==> src/rtl/instr_mem_loader_if.sv <==
// Word stream into the instruction memory loader.
//   in_valid : source holds a word on in_data
//   in_data  : DW-bit machine word
//   in_ready : loader accepts the word this cycle
// master = word source, slave = loader.
interface instr_mem_loader_if #(
  parameter int DW = 9
);
  logic          in_valid;
  logic [DW-1:0] in_data;
  logic          in_ready;

  modport master (output in_valid, output in_data, input  in_ready);
  modport slave  (input  in_valid, input  in_data, output in_ready);
endinterface

==> src/rtl/instr_mem_loader.sv <==
// Write side of the instruction RAM (2**AW x DW) plus the core's fetch port.
// A load_start pulse captures a length (clamped to 2**AW); words arriving on
// the stream are written from address 0 upward. The core is held via
// cpu_hold until a complete image is in place.
//   clk, reset       : clock, async active-high reset
//   load_start/len   : begin a load of load_len words (ignored while loading)
//   in_if (slave)    : valid/ready word stream
//   pc / instr       : combinational fetch port, instr = mem[pc]
//   loading, done    : state is LOAD / DONE
//   cpu_hold         : core must stall (every state except DONE)
//   word_count       : words accepted in the current or last load
//   checksum         : XOR of those words
module instr_mem_loader #(
  parameter int AW = 8,
  parameter int DW = 9
) (
  input  logic                 clk,
  input  logic                 reset,
  input  logic                 load_start,
  input  logic [AW:0]          load_len,
  instr_mem_loader_if.slave    in_if,
  input  logic [AW-1:0]        pc,
  output logic [DW-1:0]        instr,
  output logic                 loading,
  output logic                 done,
  output logic                 cpu_hold,
  output logic [AW:0]          word_count,
  output logic [DW-1:0]        checksum
);

  localparam logic [1:0] S_IDLE = 2'd0;
  localparam logic [1:0] S_LOAD = 2'd1;
  localparam logic [1:0] S_DONE = 2'd2;

  localparam logic [AW:0] MAX_LEN = (AW+1)'(1 << AW);

  logic [1:0]    state;
  logic [AW:0]   len_q;
  logic [AW-1:0] ptr;
  logic [DW-1:0] mem [0:(1<<AW)-1];

  logic          accept;
  logic [AW:0]   len_clamped;
  logic [AW:0]   wc_nxt;

  assign in_if.in_ready = (state == S_LOAD);
  assign loading        = (state == S_LOAD);
  assign done           = (state == S_DONE);
  assign cpu_hold       = (state != S_DONE);

  assign accept      = in_if.in_valid && in_if.in_ready;
  assign len_clamped = (load_len > MAX_LEN) ? MAX_LEN : load_len;
  assign wc_nxt      = word_count + (AW+1)'(1);

  // Control path. The pointer is AW bits; it would only wrap to 0 on the
  // edge that accepts word 2**AW, which is also the edge that leaves LOAD.
  always_ff @(posedge clk or posedge reset) begin
    if (reset) begin
      state      <= S_IDLE;
      len_q      <= '0;
      ptr        <= '0;
      word_count <= '0;
      checksum   <= '0;
    end else begin
      case (state)
        S_LOAD: begin
          if (accept) begin
            ptr        <= ptr + AW'(1);
            word_count <= wc_nxt;
            checksum   <= checksum ^ in_if.in_data;
            if (wc_nxt == len_q) state <= S_DONE;
          end
        end
        default: begin  // IDLE, DONE
          if (load_start) begin
            len_q      <= len_clamped;
            ptr        <= '0;
            word_count <= '0;
            checksum   <= '0;
            state      <= (len_clamped == '0) ? S_DONE : S_LOAD;
          end
        end
      endcase
    end
  end

  // RAM is deliberately outside reset: an aborted load keeps what it wrote.
  always_ff @(posedge clk) begin
    if (accept) mem[ptr] <= in_if.in_data;
  end

  // Read-before-write: a same-cycle write to pc shows up after the edge.
  assign instr = mem[pc];

endmodule
==> src/flat_wrapper.sv <==
// flat-port wrapper written by rule: the top's interface ports become plain ports
module instr_mem_loader_flat 
#(
  parameter int AW = 8,
  parameter int DW = 9
)
  (clk, reset, load_start, load_len, pc, instr, loading, done, cpu_hold, word_count, checksum, in_if_in_valid, in_if_in_data, in_if_in_ready);
  instr_mem_loader_if #(.DW(DW)) in_if_i ();
  input  logic clk;
  input  logic reset;
  input  logic load_start;
  input  logic [AW:0] load_len;
  input  logic [AW-1:0] pc;
  output logic [DW-1:0] instr;
  output logic loading;
  output logic done;
  output logic cpu_hold;
  output logic [AW:0] word_count;
  output logic [DW-1:0] checksum;
  input wire logic [$bits(in_if_i.in_valid)-1:0] in_if_in_valid;
  input wire logic [$bits(in_if_i.in_data)-1:0] in_if_in_data;
  output wire logic [$bits(in_if_i.in_ready)-1:0] in_if_in_ready;
  assign in_if_i.in_valid = in_if_in_valid;
  assign in_if_i.in_data = in_if_in_data;
  assign in_if_in_ready = in_if_i.in_ready;
  instr_mem_loader #(.AW(AW), .DW(DW)) u_core (.clk(clk), .reset(reset), .load_start(load_start), .load_len(load_len), .in_if(in_if_i), .pc(pc), .instr(instr), .loading(loading), .done(done), .cpu_hold(cpu_hold), .word_count(word_count), .checksum(checksum));
endmodule
==> config.mk <==
export PLATFORM = sky130hd
export DESIGN_NAME = instr_mem_loader_flat
export DESIGN_NICKNAME = d
export VERILOG_FILES = /design/src/rtl/instr_mem_loader_if.sv /design/src/rtl/instr_mem_loader.sv /design/src/flat_wrapper.sv
export SDC_FILE = /design/constraint.sdc
export NUM_CORES = 2
export LEC_CHECK = 0
export CAP_MARGIN = 0
export CELL_PAD_IN_SITES_DETAIL_PLACEMENT = 2
export CELL_PAD_IN_SITES_GLOBAL_PLACEMENT = 2
export CORE_MARGIN = 4
export CORE_UTILIZATION = 35
export DETAILED_ROUTE_END_ITERATION = 10
export GPL_ROUTABILITY_DRIVEN = 0
export PLACE_DENSITY_LB_ADDON = 0.1
export REMOVE_ABC_BUFFERS = 1
export SYNTH_ARGS = -nofsm -noshare
export SYNTH_HDL_FRONTEND = slang
export SYNTH_SLANG_ARGS = --single-unit
==> constraint.sdc <==
create_clock -name clk -period 5.7 [get_ports clk]
set_input_delay 1.71 -clock clk [delete_from_list [all_inputs] [get_ports clk]]
set_output_delay 1.71 -clock clk [all_outputs]
set_load 0.02 [all_outputs]
* Word level (Yosys, flattened, before mapping)
Memories as Yosys holds them, arrays and structs flattened.
Index checks and enable logic that the tools add are counted.
** Operators by class
- $add $sub $neg :: 2
- $lt $le $gt $ge :: 1
- Equality and inequality tests :: 6
- Muxes and demuxes :: 16
- Bitwise gates (word level) :: 2
- Reduce and logical (&&, ||, !) cells :: 6
** Operators by type and width (count)
- $mux 9 :: 6
- $mux 8 :: 3
- $mux 2 :: 5
- $add 9x1->9 const B :: 1
- $eq 9x9->1 :: 1
- $gt 9x9->1 const B :: 1
- $logic_not 9->1 :: 1
- $xor 9x9->9 :: 1
- $add 8x1->8 const B :: 1
- $ne 2x2->1 const B :: 3
- $reduce_and 2->1 :: 2
- $reduce_and 3->1 :: 1
- $eq 2x1->1 const B :: 1
- $eq 2x2->1 const B :: 1
- $mux 1 :: 2
- $reduce_bool 2->1 :: 1
- $logic_and 1x1->1 :: 1
- $not 1->1 :: 1
** Word-level totals
- Register bits after elaboration :: 37
- Memory bits (writable) :: 2304
- Input port bits :: 30
- Memories kept :: 1
** Memory list
- u_core.mem :: words 256, bits a word 9, rd ports 1, clocked after memory_dff 0, write ports 1, RTL line instr_mem_loader.sv:40 : logic [DW-1:0] mem [0:(1<<AW)-1];

* Depth between registers and ports, before layout
- Depth in word-level cells :: 6
- Mapped depth :: 11

* Worst setup path before layout
OpenSTA, ideal clock, no wires.
- Path kind :: in2out
- From :: input port pc[0]
- To :: output port instr[1]
- Arrival time :: 3813 ps
- Path slack :: 177 ps
- Cell stages on the path :: 11
- Path buffers :: 5
- Cell sequence :: buf_6 > buf_12 > buf_12 > buf_12 > buf_12 > mux2i_1 > o221ai_2 > a21oi_1 > o32ai_1 > nor3_1 > nor4_1
** Between the ends
- Longest elaborated chain between the ends :: 1
** RTL lines
- from (decl) :: RTL line flat_wrapper.sv:13 : input logic [AW-1:0] pc;
- $mem_v2 256x9
- to (decl) :: RTL line flat_wrapper.sv:14 : output logic [DW-1:0] instr;
No other way between the ends.

* Final worst setup path
- From :: input port pc[0]
- To :: output port instr[6]
The elaborated chain is that of the path after synthesis.

==> impl_metrics.csv <==
group,metric,value,unit
clock_network,insertion_delay,0.84,ns
critical_path,critPathCaptureType,"output port",
layout,layout_commonest_cell,"edfxtp_1",
global_routing,grt_use_met1,30.3,%
flow_run,cap_violations,0,
critical_path,worstPathArrival,4.61,ns
synth,synth_area_per_cell,20.7,sq um
layout,multiInputGateArea,20800,sq um
layout,n_fill_cell,23800,
clock_network,h-tree-depth,5,
route,drc_errors,0,
clock_network,cts_num_sinks,2341,
timing,setup_slack,-0.615,ns
layout,layout_common_cells,"edfxtp_1, buf_4, mux4_2, nor2_1, clkbuf_16",
synth,synth_cells,4406,
floorplan,num_rows,187,
clock_network,postCtsHoldBufs,0,
route,drt-wirelength-per-cell,32.9,um
synth,synth_flop_cell,"edfxtp_1",
run_status,status,"complete, but fails checks",
timing,hold_viol,0,
synth,ys_warn_count,0,
critical_path,crit_required,3.99,ns
critical_path,path_class,"in -> out",
route,drt_wl_total,291,mm
timing,max_slew_margin,18.7,%
power_and_ir_drop,power.leakage,36.2,nW
clock_network,clkTransAtPathRegs,0.05,ns
layout,register_area,70100,sq um
clock_network,clockRootBuffer,"clkbuf_16",
synth,synth_area,91400,sq um
global_routing,antenna_found_initial,21,
power_and_ir_drop,power_density,346,nW/um^2
placed_design,dp_hpwl,189,mm
global_routing,grt_pass1_vias,51800,
layout,nNetsFinal,5291,
layout,instances_no_fill,8854,
layout,final_layout_size_suffix_gt1_share,33.6,%
route,vias,48400,
placed_design,port_buffers,60,
synth,synth-edff-count,2304,
floorplan,die_y,519,um
placed_design,dp_cells,8300,
route,vias_per_cell,5.46,
floorplan,coreArea,260000,sq um
clock_network,cts_tree,"built",
timing,max_freq,0.158,GHz
synth,synth_async_sr_flop_share,1.58,%
global_routing,grt_usage,21.2,%
timing,max_slew.worst_pin.slew,1.22,ns
global_routing,grt.met2_usage,33.5,%
floorplan,initial_core_util,35.2,%
run_status,violations,"negative setup slack",
route,drtIter0Drc,4398,
timing,fin_crit_sh,111,%
critical_path,path_max_fanout,5,
global_routing,grt_overflow_total,0,
placed_design,place_area,101000,sq um
timing,drv_slew,0,
timing,fin_skew,0.0450,ns
power_and_ir_drop,max-vdd-ir-drop,0.000233,V
critical_path,startpoint_type,"input port",
timing,rsz0062_at_grt,"true",
timing,period_needed,6.32,ns
synth,synth_cell_types,69,
synth,ys_seq_elements,2341,
route,firstDrtPassIters,5,
synth,synth_seq_area_share,76.7,%
floorplan,ios,61,
layout,final_core_util,43.0,%
route,drt.antenna.violating_nets,0,
floorplan,die_area,269000,sq um
power_and_ir_drop,p_total,38.7,mW
layout,final_area,112000,sq um
global_routing,gr-usage-met3,3.94,%
clock_network,cts.path.max_buffers,4,
timing,hold_ws,0.499,ns
min_path,hp-class,"reg -> reg",
floorplan,die_x,519,um
global_routing,grt_pass1_wl,409,mm
timing,setup_viol,9,
global_routing,grt_max_degree,132,
layout,area_growth_syn_to_layout,22.4,%
clock_network,cts_inserted_buffers,274,
global_routing,top_usage_layer,"met2",
==> power breakdown <==
| part | total, mW | switching, mW | internal, mW |
|---|---|---|---|
| logic | 3.07 | 1.85 | 1.22 |
| registers | 19.1 | 0.0902 | 19.0 |
| clock network | 16.5 | 6.88 | 9.63 |
==> per-stage QoR <==
stage	setup WS, ns	TNS [ns]
after CTS	-0.553	-4.52
after floorplan	-0.998	-6.46
final	-0.615	-4.11
after global placement	-1.91	-13.03
after global routing	-0.657	-4.57
after detailed placement	-1.69	-11.59
==> worst max-delay path, stage by stage <==
cell and delay, ns:
buf_16 0.14, buf_16 0.16, buf_16 0.14, buf_12 0.14
buf_8 0.12, buf_6 0.12, mux4_2 0.36, a22oi_2 0.10
and3_4 0.19, or4_4 0.60, nor4_4 0.41, buf_4 0.23
buf_12 0.12
==> registers in the layout (all words and copies together) (netlist names) <==
| register | cells |
|---|---|
| u_core.mem | 2304 |
| u_core.checksum | 9 |
| u_core.ptr | 8 |
| u_core.state | 2 |
| u_core.word_count | 9 |
| u_core.len_q | 9 |
==> worst paths after layout <==
check | startpoint | end | slack, ns | cells past startpoint
max in group asynchronous | reset | u_core.word_count[4]$_DFFE_PP0P_ | 4.03 | 3
hold / removal | u_core.len_q[3]$_DFFE_PP0P_ | u_core.len_q[3]$_DFFE_PP0P_ | 0.50 | 2
min in group asynchronous | reset | u_core.checksum[5]$_DFFE_PP0P_ | 1.30 | 3
setup / recovery | pc[0] | instr[6] | -0.62 | 13
setup reg to reg | u_core.ptr[6]$_DFFE_PP0P_ | u_core.mem[48][7]$_DFFE_PP_ | 2.21 | 3
hold reg to reg | u_core.len_q[3]$_DFFE_PP0P_ | u_core.len_q[3]$_DFFE_PP0P_ | 0.50 | 2
==> synthesized netlist by cell type (15+ instances only) <==
cell type / count / area, sq um
mux2i_1: 146 / 1460
buf_8: 15 / 225
nor2_1: 309 / 1160
nor3_1: 27 / 135
o21ai_0: 55 / 275
nor2b_1: 17 / 106
mux2_2: 23 / 259
dfrtp_1: 37 / 926
buf_2: 60 / 300
nor4_1: 30 / 188
o221ai_1: 38 / 333
a21oi_1: 108 / 541
mux4_1: 72 / 1890
edfxtp_1: 2304 / 69200
nand3_1: 37 / 185
a22oi_1: 184 / 1380
o22ai_1: 51 / 319
clkbuf_1: 98 / 368
buf_1: 21 / 78.8
a211oi_1: 30 / 225
buf_6: 28 / 315
mux4_2: 419 / 9440
buf_4: 32 / 240
nand2_1: 98 / 368
==> per-layer routing <==
metal  vias up  share of wire [%]
li1      20100                  -
met1     26600                 45
met2      1313                 47
met3       362                5.9
met4         2                2.7
met5         -             0.0031
==> what timing repair did <==
item | 4_1_cts | 5_1_grt
endpoints found under the setup margin | 9 | 9
cloned | 6 | 1
resized for setup | 244 | 117
pin swaps | 30 | 41
setup buffers | 48 | 32
==> layout make-up <==
class                           count  area share, %
Sequential cell                  2341           62.7
Clock buffer                      345           6.47
Multi-Input combinational cell   1786           18.6
Timing Repair Buffer              843           7.46
Inverter                           10         0.0336
Antenna cell                        5         0.0112
Clock inverter                    122          0.876
Tap cell                         3402           3.81
==> cells by family after synthesis <==
logic type / Yosys count / share of synthesized area [%]
AOI/OAI and AO/OA: 509 / 3.78
xor gates and xnor gates: 22 / 0.211
adders and majority gates: 5 / 0.0685
buffers and inverters: 279 / 1.97
DFF: 2341 / 76.7
muxes: 662 / 14.3
and+or+nand+nor: 588 / 2.88
No activity file was read; power rests on OpenSTA's default activity.
